==> config.mk <==
export PLATFORM = sky130hd
export DESIGN_NAME = frame_scheduler_flat
export DESIGN_NICKNAME = d
export VERILOG_FILES = /design/src/rtl/audio_pkg.sv /design/src/rtl/frame_scheduler_if.sv /design/src/rtl/sample_fifo.sv /design/src/rtl/frame_scheduler.sv /design/src/flat_wrapper.sv
export SDC_FILE = /design/constraint.sdc
export NUM_CORES = 1
export LEC_CHECK = 0
export ABC_AREA = 0
export BUFFER_PORTS_ARGS = -buffer_cell sky130_fd_sc_hd__buf_2
export CORE_MARGIN = 3
export CORE_UTILIZATION = 25
export DETAILED_ROUTE_END_ITERATION = 7
export GPL_TIMING_DRIVEN = 1
export SYNTH_ARGS = -nofsm -noshare
export SYNTH_HDL_FRONTEND = slang
export SYNTH_SLANG_ARGS = --single-unit
==> constraint.sdc <==
create_clock -name bclk -period 2.9 [get_ports bclk]
set_input_delay 0.58 -clock bclk [delete_from_list [all_inputs] [get_ports bclk]]
set_output_delay 0.58 -clock bclk [all_outputs]
set_load 0.01 [all_outputs]
==> src/rtl/audio_pkg.sv <==
`default_nettype none
// ============================================================================
//  Module      : audio_pkg
//  Description : Shared constants and FSM state type for the audio frame
//                scheduler that feeds the I2S bit serializer.
//  Revision    : 1.0 - initial release
// ============================================================================
package audio_pkg;

    localparam int FRAME_W          = 16;  // bits per frame
    localparam int GROUP_BITS       = 64;  // bclk cycles per four-frame group
    localparam int FRAMES_PER_GROUP = 4;   // frames popped per reload

    typedef enum logic [1:0] {
        IDLE   = 2'd0,
        PRIME  = 2'd1,
        STREAM = 2'd2
    } state_t;

endpackage
`default_nettype wire

==> src/rtl/frame_scheduler_if.sv <==
`default_nettype none
// ============================================================================
//  Module      : frame_scheduler_if
//  Description : Bundles the upstream sample handshake, the stream enable and
//                the serializer-facing outputs of the frame scheduler.
//                slave  : scheduler side (accepts samples, drives frames)
//                master : environment side (supplies samples, observes frames)
//  Signals     : enable, s_data, s_valid -> scheduler
//                s_ready, frame0..3, start, option, underrun, fill <- scheduler
//  Revision    : 1.0 - initial release
// ============================================================================
interface frame_scheduler_if #(
    parameter int DEPTH   = 8,
    parameter int FRAME_W = 16
);
    localparam int FILL_W = $clog2(DEPTH) + 1;

    logic                enable;
    logic [FRAME_W-1:0]  s_data;
    logic                s_valid;
    logic                s_ready;
    logic [FRAME_W-1:0]  frame0;
    logic [FRAME_W-1:0]  frame1;
    logic [FRAME_W-1:0]  frame2;
    logic [FRAME_W-1:0]  frame3;
    logic                start;
    logic                option;
    logic                underrun;
    logic [FILL_W-1:0]   fill;

    modport slave (
        input  enable, s_data, s_valid,
        output s_ready, frame0, frame1, frame2, frame3,
               start, option, underrun, fill
    );

    modport master (
        output enable, s_data, s_valid,
        input  s_ready, frame0, frame1, frame2, frame3,
               start, option, underrun, fill
    );

endinterface
`default_nettype wire

==> src/rtl/sample_fifo.sv <==
`default_nettype none
// ============================================================================
//  Module      : sample_fifo
//  Description : DEPTH x FRAME_W sample buffer with single-word push and a
//                four-word pop. The four oldest entries are presented
//                combinationally (read-ahead) so a pop can load them at once.
//  Ports       : clk, rst (async, active-high)
//                push_data_i/push_valid_i/push_ready_o : upstream handshake
//                pop_i   : remove the four oldest words (caller ensures fill>=4)
//                rd_o    : four oldest entries, rd_o[0] is the oldest
//                fill_o  : current occupancy
//  Revision    : 1.0 - initial release
// ============================================================================
module sample_fifo #(
    parameter int DEPTH   = 8,
    parameter int FRAME_W = 16,
    parameter int AW      = $clog2(DEPTH),
    parameter int FILL_W  = $clog2(DEPTH) + 1
) (
    input  wire logic                   clk,
    input  wire logic                   rst,
    input  wire logic [FRAME_W-1:0]     push_data_i,
    input  wire logic                   push_valid_i,
    output logic                        push_ready_o,
    input  wire logic                   pop_i,
    output logic [3:0][FRAME_W-1:0]     rd_o,
    output logic [FILL_W-1:0]           fill_o
);
    import audio_pkg::*;

    logic [FRAME_W-1:0] mem_q [DEPTH];
    logic [AW-1:0]      wr_ptr_q, wr_ptr_d;
    logic [AW-1:0]      rd_ptr_q, rd_ptr_d;
    logic [FILL_W-1:0]  fill_q,   fill_d;
    logic               w_push;

    // Ready comes from the registered fill, so a full FIFO can never overflow.
    assign push_ready_o = (fill_q < FILL_W'(DEPTH));
    assign w_push       = push_valid_i && push_ready_o;
    assign fill_o       = fill_q;

    // Pointers are exactly AW bits wide, so wrap modulo DEPTH is free.
    always_comb begin
        wr_ptr_d = wr_ptr_q;
        rd_ptr_d = rd_ptr_q;
        fill_d   = fill_q;
        if (w_push) begin
            wr_ptr_d = wr_ptr_q + AW'(1);
            fill_d   = fill_d + FILL_W'(1);
        end
        if (pop_i) begin
            rd_ptr_d = rd_ptr_q + AW'(FRAMES_PER_GROUP);
            fill_d   = fill_d - FILL_W'(FRAMES_PER_GROUP);
        end
    end

    always_ff @(posedge clk or posedge rst) begin
        if (rst) begin
            wr_ptr_q <= '0;
            rd_ptr_q <= '0;
            fill_q   <= '0;
        end else begin
            wr_ptr_q <= wr_ptr_d;
            rd_ptr_q <= rd_ptr_d;
            fill_q   <= fill_d;
        end
    end

    // Storage needs no reset: occupancy alone defines which entries are live.
    always_ff @(posedge clk) begin
        if (w_push) begin
            mem_q[wr_ptr_q] <= push_data_i;
        end
    end

    for (genvar k = 0; k < 4; k++) begin : g_rd
        assign rd_o[k] = mem_q[rd_ptr_q + AW'(k)];
    end

endmodule
`default_nettype wire

==> src/rtl/frame_scheduler.sv <==
`default_nettype none
// ============================================================================
//  Module      : frame_scheduler
//  Description : Buffers upstream samples and loads four-frame groups onto
//                stable parallel outputs for the I2S serializer, reloading
//                every GROUP_BITS bclk cycles. Inserts a silent group and
//                pulses underrun when a boundary finds fewer than four words.
//  Ports       : bclk (sole clock), rst (async, active-high)
//                bus.slave : enable, s_data/s_valid/s_ready, frame0..3,
//                            start, option (word select), underrun, fill
//  Revision    : 1.0 - initial release
// ============================================================================
module frame_scheduler #(
    parameter int DEPTH      = 8,
    parameter int FRAME_W    = 16,
    parameter int GROUP_BITS = 64
) (
    input  wire logic         bclk,
    input  wire logic         rst,
    frame_scheduler_if.slave  bus
);
    import audio_pkg::*;

    localparam int CNT_W  = $clog2(GROUP_BITS);
    localparam int FILL_W = $clog2(DEPTH) + 1;

    state_t                      state_q, state_d;
    logic [CNT_W-1:0]            count_q, count_d;
    logic [3:0][FRAME_W-1:0]     frames_q, frames_d;
    logic                        start_q, start_d;
    logic                        underrun_q, underrun_d;

    logic                        w_pop;
    logic                        w_ready;
    logic [3:0][FRAME_W-1:0]     w_rd;
    logic [FILL_W-1:0]           w_fill;
    logic                        w_have_group;
    logic                        w_boundary;

    sample_fifo #(
        .DEPTH   (DEPTH),
        .FRAME_W (FRAME_W)
    ) u_fifo (
        .clk          (bclk),
        .rst          (rst),
        .push_data_i  (bus.s_data),
        .push_valid_i (bus.s_valid),
        .push_ready_o (w_ready),
        .pop_i        (w_pop),
        .rd_o         (w_rd),
        .fill_o       (w_fill)
    );

    // Registered fill means a word pushed on this edge cannot count here.
    assign w_have_group = (w_fill >= FILL_W'(FRAMES_PER_GROUP));
    assign w_boundary   = (count_q == CNT_W'(GROUP_BITS - 1));

    always_comb begin
        state_d    = state_q;
        count_d    = count_q;
        frames_d   = frames_q;
        start_d    = start_q;
        underrun_d = 1'b0;
        w_pop      = 1'b0;
        case (state_q)
            IDLE: begin
                start_d = 1'b0;
                count_d = '0;
                if (bus.enable) begin
                    state_d = PRIME;
                end
            end
            PRIME: begin
                start_d = 1'b0;
                count_d = '0;
                if (!bus.enable) begin
                    state_d = IDLE;
                end else if (w_have_group) begin
                    w_pop    = 1'b1;
                    frames_d = w_rd;
                    start_d  = 1'b1;
                    state_d  = STREAM;
                end
            end
            STREAM: begin
                start_d = 1'b1;
                count_d = count_q + CNT_W'(1);
                if (w_boundary) begin
                    count_d = '0;
                    if (!bus.enable) begin
                        // Group has finished cleanly; FIFO keeps its contents.
                        start_d = 1'b0;
                        state_d = IDLE;
                    end else if (w_have_group) begin
                        w_pop    = 1'b1;
                        frames_d = w_rd;
                    end else begin
                        // Not enough data: play a silent group instead.
                        frames_d   = '0;
                        underrun_d = 1'b1;
                    end
                end
            end
            default: begin
                state_d = IDLE;
                start_d = 1'b0;
                count_d = '0;
            end
        endcase
    end

    always_ff @(posedge bclk or posedge rst) begin
        if (rst) begin
            state_q    <= IDLE;
            count_q    <= '0;
            frames_q   <= '0;
            start_q    <= 1'b0;
            underrun_q <= 1'b0;
        end else begin
            state_q    <= state_d;
            count_q    <= count_d;
            frames_q   <= frames_d;
            start_q    <= start_d;
            underrun_q <= underrun_d;
        end
    end

    assign bus.s_ready  = w_ready;
    assign bus.fill     = w_fill;
    assign bus.frame0   = frames_q[0];
    assign bus.frame1   = frames_q[1];
    assign bus.frame2   = frames_q[2];
    assign bus.frame3   = frames_q[3];
    assign bus.start    = start_q;
    assign bus.underrun = underrun_q;
    // Word select: low for frames 0-1, high for frames 2-3.
    assign bus.option   = count_q[CNT_W-1];

endmodule
`default_nettype wire

==> src/flat_wrapper.sv <==
// flat-port wrapper written by rule: the top's interface ports become plain ports
module frame_scheduler_flat import audio_pkg::*;
#(
    parameter int DEPTH      = 8,
    parameter int FRAME_W    = 16,
    parameter int GROUP_BITS = 64
)
  (bclk, rst, bus_enable, bus_s_data, bus_s_valid, bus_s_ready, bus_frame0, bus_frame1, bus_frame2, bus_frame3, bus_start, bus_option, bus_underrun, bus_fill);
  frame_scheduler_if #(.DEPTH(DEPTH), .FRAME_W(FRAME_W)) bus_i ();
  input  wire logic bclk;
  input  wire logic rst;
  input wire logic [$bits(bus_i.enable)-1:0] bus_enable;
  input wire logic [$bits(bus_i.s_data)-1:0] bus_s_data;
  input wire logic [$bits(bus_i.s_valid)-1:0] bus_s_valid;
  output wire logic [$bits(bus_i.s_ready)-1:0] bus_s_ready;
  output wire logic [$bits(bus_i.frame0)-1:0] bus_frame0;
  output wire logic [$bits(bus_i.frame1)-1:0] bus_frame1;
  output wire logic [$bits(bus_i.frame2)-1:0] bus_frame2;
  output wire logic [$bits(bus_i.frame3)-1:0] bus_frame3;
  output wire logic [$bits(bus_i.start)-1:0] bus_start;
  output wire logic [$bits(bus_i.option)-1:0] bus_option;
  output wire logic [$bits(bus_i.underrun)-1:0] bus_underrun;
  output wire logic [$bits(bus_i.fill)-1:0] bus_fill;
  assign bus_i.enable = bus_enable;
  assign bus_i.s_data = bus_s_data;
  assign bus_i.s_valid = bus_s_valid;
  assign bus_s_ready = bus_i.s_ready;
  assign bus_frame0 = bus_i.frame0;
  assign bus_frame1 = bus_i.frame1;
  assign bus_frame2 = bus_i.frame2;
  assign bus_frame3 = bus_i.frame3;
  assign bus_start = bus_i.start;
  assign bus_option = bus_i.option;
  assign bus_underrun = bus_i.underrun;
  assign bus_fill = bus_i.fill;
  frame_scheduler #(.DEPTH(DEPTH), .FRAME_W(FRAME_W), .GROUP_BITS(GROUP_BITS)) u_core (.bclk(bclk), .rst(rst), .bus(bus_i));
endmodule
==> qor.yml <==
clocking:
  hold_buffers: 0
  cts.sinks: 210
  post-cts-setup-buffer-count: 0
  clock_latency_ps: 500
  root_buffer: "clkbuf_16"
  cts_resized: 0
  h-tree-depth: 1
  cts_tree: "yes"
  clockBufferDepth: 3
  clk_pin_slew_worst_paths_ps: 60
  numCtsBuffers: 22
synthesis:
  syn_area_um2: 8250
  syn_inst: 452
  synth_cell_types: 45
  synth_seq_area_share_pct: 71.4
  synth_edf_count: 128
  yosys_warnings: 0
  syn-mean-instance-area_um2: 18.3
  syn_nets: 478
  ys_seq_elements: 210
  async_flop_share_pct: 39.0
  synth_ff_type: "edfxtp_1"
setup_path:
  worstSetupEndpointType: "flop"
  cp_max_fo: 25
  cp_slowest_cell: "ha_1"
  path_cells: "inv_1 -> ha_1 -> nand3_1 -> nor2_2 -> o221ai_4 -> buf_12 -> o2bb2ai_1"
  max_stage_delay_ps: 440
  cp-start-kind: "flop"
  cp.buffers_inverters: 2
  cp.required_ps: 3320
  rr_worst_depth: 7
  worstReg2RegStart: "u_core.state_q[0]"
  r2r_end: "u_core.bus.frame3[2]"
  crit_family: "compound AO/OA/AOI/OAI gates"
  crit_arrival_ps: 2520
  rrSetupSlack_ps: 790
  path_class: "flop to flop"
timing:
  maxSlewViolCount: 0
  finalCritPeriodShare_pct: 72.6
  setup_viol: 0
  slew_headroom_pct: 61.1
  clock_skew_ps: 10.6
  worst_hold_slack_ps: 82.5
  rsz0062_at_grt: "false"
  period_needed_ps: 2110
  tightest_slew_ps: 584
  finalSetupTns_ps: 0
  fmax_ghz: 0.475
  setup_slack_ps: 793
  hold_viol: 0
routing:
  vias_per_cell: 4.21
  drt-initial-drc-count: 172
  wl_per_cell_um: 17.7
  routed_wl_um: 18000
  vias: 4281
  dr.pass1.iters: 4
  drc: 0
  ant_nets: 0
cells_and_area:
  diodes: 0
  area_delta_synth_final_pct: 23.0
  post-route-util_pct: 31.7
  drive_gt1_share_pct: 39.0
  stdcell_count: 1017
  layout.nets: 592
  design_area_um2: 10200
pwr:
  power.share.clock_pct: 29.7
  finalPower_mw: 9.65
  p_comb_share_pct: 26.3
  internal_power_mw: 6.69
  switching_power_mw: 2.96
  seq_power_share_pct: 44.0
  power.share.switching_pct: 30.7
  ir_worst_vdd_v: 0.000415
  p_leak_nw: 3.95
  p_per_area_nw_per_um2: 950
floorplanning:
  rows: 65
  die-width_um: 188
  io_pins: 92
  core_area_um2: 32000
  chipHeight_um: 188
  die_area_um2: 35200
  start_util_pct: 25.8
placed_design:
  place_ws_ps: 767
  finalWeightedCongestion: 0.743
  placed_cell_area_um2: 9400
  port_buffers: 91
  post-dp-hpwl_um: 12100
  dp.cells: 977
grt:
  grt_pass1_vias: 4382
  grt_pass1_wl_um: 28000
  grt-ovfl-total: 0
  grt_usage_pct: 10.2
  grt_max_degree: 35
  antenna_found_initial: 1
worst_hold_path:
  hp-class: "primary input to async pin"
status:
  status: "finished clean"
flow_run:
  maxCapViolCount: 0
## power groups by stage
stage	clock network [mW]	logic, mW	registers (mW)
finish	2.87	2.53	4.25
global route	3.10	2.75	4.32
CTS	2.95	2.60	4.25
detailed placement	0	2.59	4.30
global placement	0	2.56	4.30
floorplan	0	1.76	4.20
## state kept, by name (all words and copies together), names as in the netlist
name                    cells
u_core.bus.frame0          16
u_core.bus.frame1          16
u_core.bus.frame2          16
u_core.bus.frame3          16
u_core.bus.start            1
u_core.bus.underrun         1
u_core.count_q              6
u_core.state_q              2
u_core.u_fifo.fill_o        4
u_core.u_fifo.mem_q       128
u_core.u_fifo.rd_ptr_q      1
u_core.u_fifo.wr_ptr_q      3
## area by class of cell
| class | count | area (µm²) |
|---|---|---|
| fillers | 3153 | 21900 |
| multi-input cells | 209 | 2220 |
| flip-flops and latches | 210 | 5900 |
| clock inverters | 8 | 88.8 |
| inverters | 6 | 23.8 |
| well taps | 435 | 544 |
| clock buffers | 32 | 659 |
| repair buffers | 117 | 713 |
## synth_stat cells, drive strengths merged, types with 3 or more instances
master	instances	share of area [%]
xor2	4	0.42
edfxtp	128	47
nand2	17	0.77
nor2	5	0.26
ha	6	0.91
o2bb2ai	64	11
xnor2	4	0.42
nor3	3	0.18
nand3	5	0.45
nor2b	3	0.23
mux2i	65	7.9
o21ai	4	0.38
clkbuf	3	0.14
inv	6	0.27
and2	4	0.30
buf	24	1.9
dfrtp	82	25
## metal layers
layer,vias up,share of wire (%),GRT usage [%],wire length (µm)
met5,-,0,0,0
met4,0,1.5,1.96,270
li1,1990,-,-,-
met1,2156,45,13.7,8080
met3,30,5.1,2.39,918
met2,105,48,16.8,8700
## placed cells by master (no fill, tap or decap), types with 2 or more instances in the layout
| cell | netlist | routed |
|---|---|---|
| edfxtp_1 | 128 | 128 |
| buf_2 | 16 | 91 |
| dfrtp_1 | 82 | 81 |
| mux2i_1 | 65 | 65 |
| o2bb2ai_2 | 60 | 60 |
| clkbuf_16 | 0 | 23 |
| buf_4 | 1 | 21 |
| nand2_1 | 17 | 17 |
| clkinv_2 | 0 | 6 |
| ha_1 | 6 | 6 |
| inv_1 | 6 | 5 |
| clkbuf_8 | 0 | 5 |
| buf_12 | 0 | 5 |
| nor2_1 | 4 | 4 |
| nand3_1 | 4 | 4 |
| xnor2_1 | 4 | 4 |
| xor2_1 | 4 | 4 |
| and2_1 | 4 | 4 |
| o2bb2ai_1 | 4 | 4 |
| clkbuf_1 | 3 | 4 |
| nor2b_1 | 3 | 3 |
| nor3_2 | 0 | 3 |
| a211oi_1 | 2 | 2 |
| nand4_1 | 2 | 2 |
| o21ai_1 | 2 | 2 |
| nor3b_2 | 0 | 2 |
| and3_1 | 2 | 2 |
| bufinv_16 | 0 | 2 |
## worst max path at each step
| stage | from | endpoint | cells past startpoint |
|---|---|---|---|
| 2_1_floorplan | u_core.u_fifo.fill_o[3] | u_core.u_fifo.mem_q[0][0] | 4 |
| 6_report | u_core.state_q[0] | u_core.bus.frame3[2] | 7 |
| 3_3_place_gp | u_core.state_q[0] | u_core.bus.frame3[1] | 6 |
| 3_5_place_dp | u_core.state_q[0] | u_core.bus.frame3[2] | 7 |
| 5_1_grt | u_core.state_q[0] | u_core.bus.frame3[2] | 7 |
| 4_1_cts | u_core.state_q[0] | u_core.bus.frame3[2] | 7 |
## cells by family (layout without fill, tap and decap cells)
group / after synthesis / after routing / synth area share, %
buffers and inverters: 33 / 163 / 2.33
AOI/OAI and AO/OA: 82 / 82 / 13.5
DFF: 210 / 210 / 71.4
and+or+nand+nor: 48 / 48 / 3.12
xor gates and xnor gates: 8 / 8 / 0.849
muxes: 65 / 65 / 7.88
adders and majority gates: 6 / 6 / 0.910
Note: power is estimated with default switching activity, not from simulation.
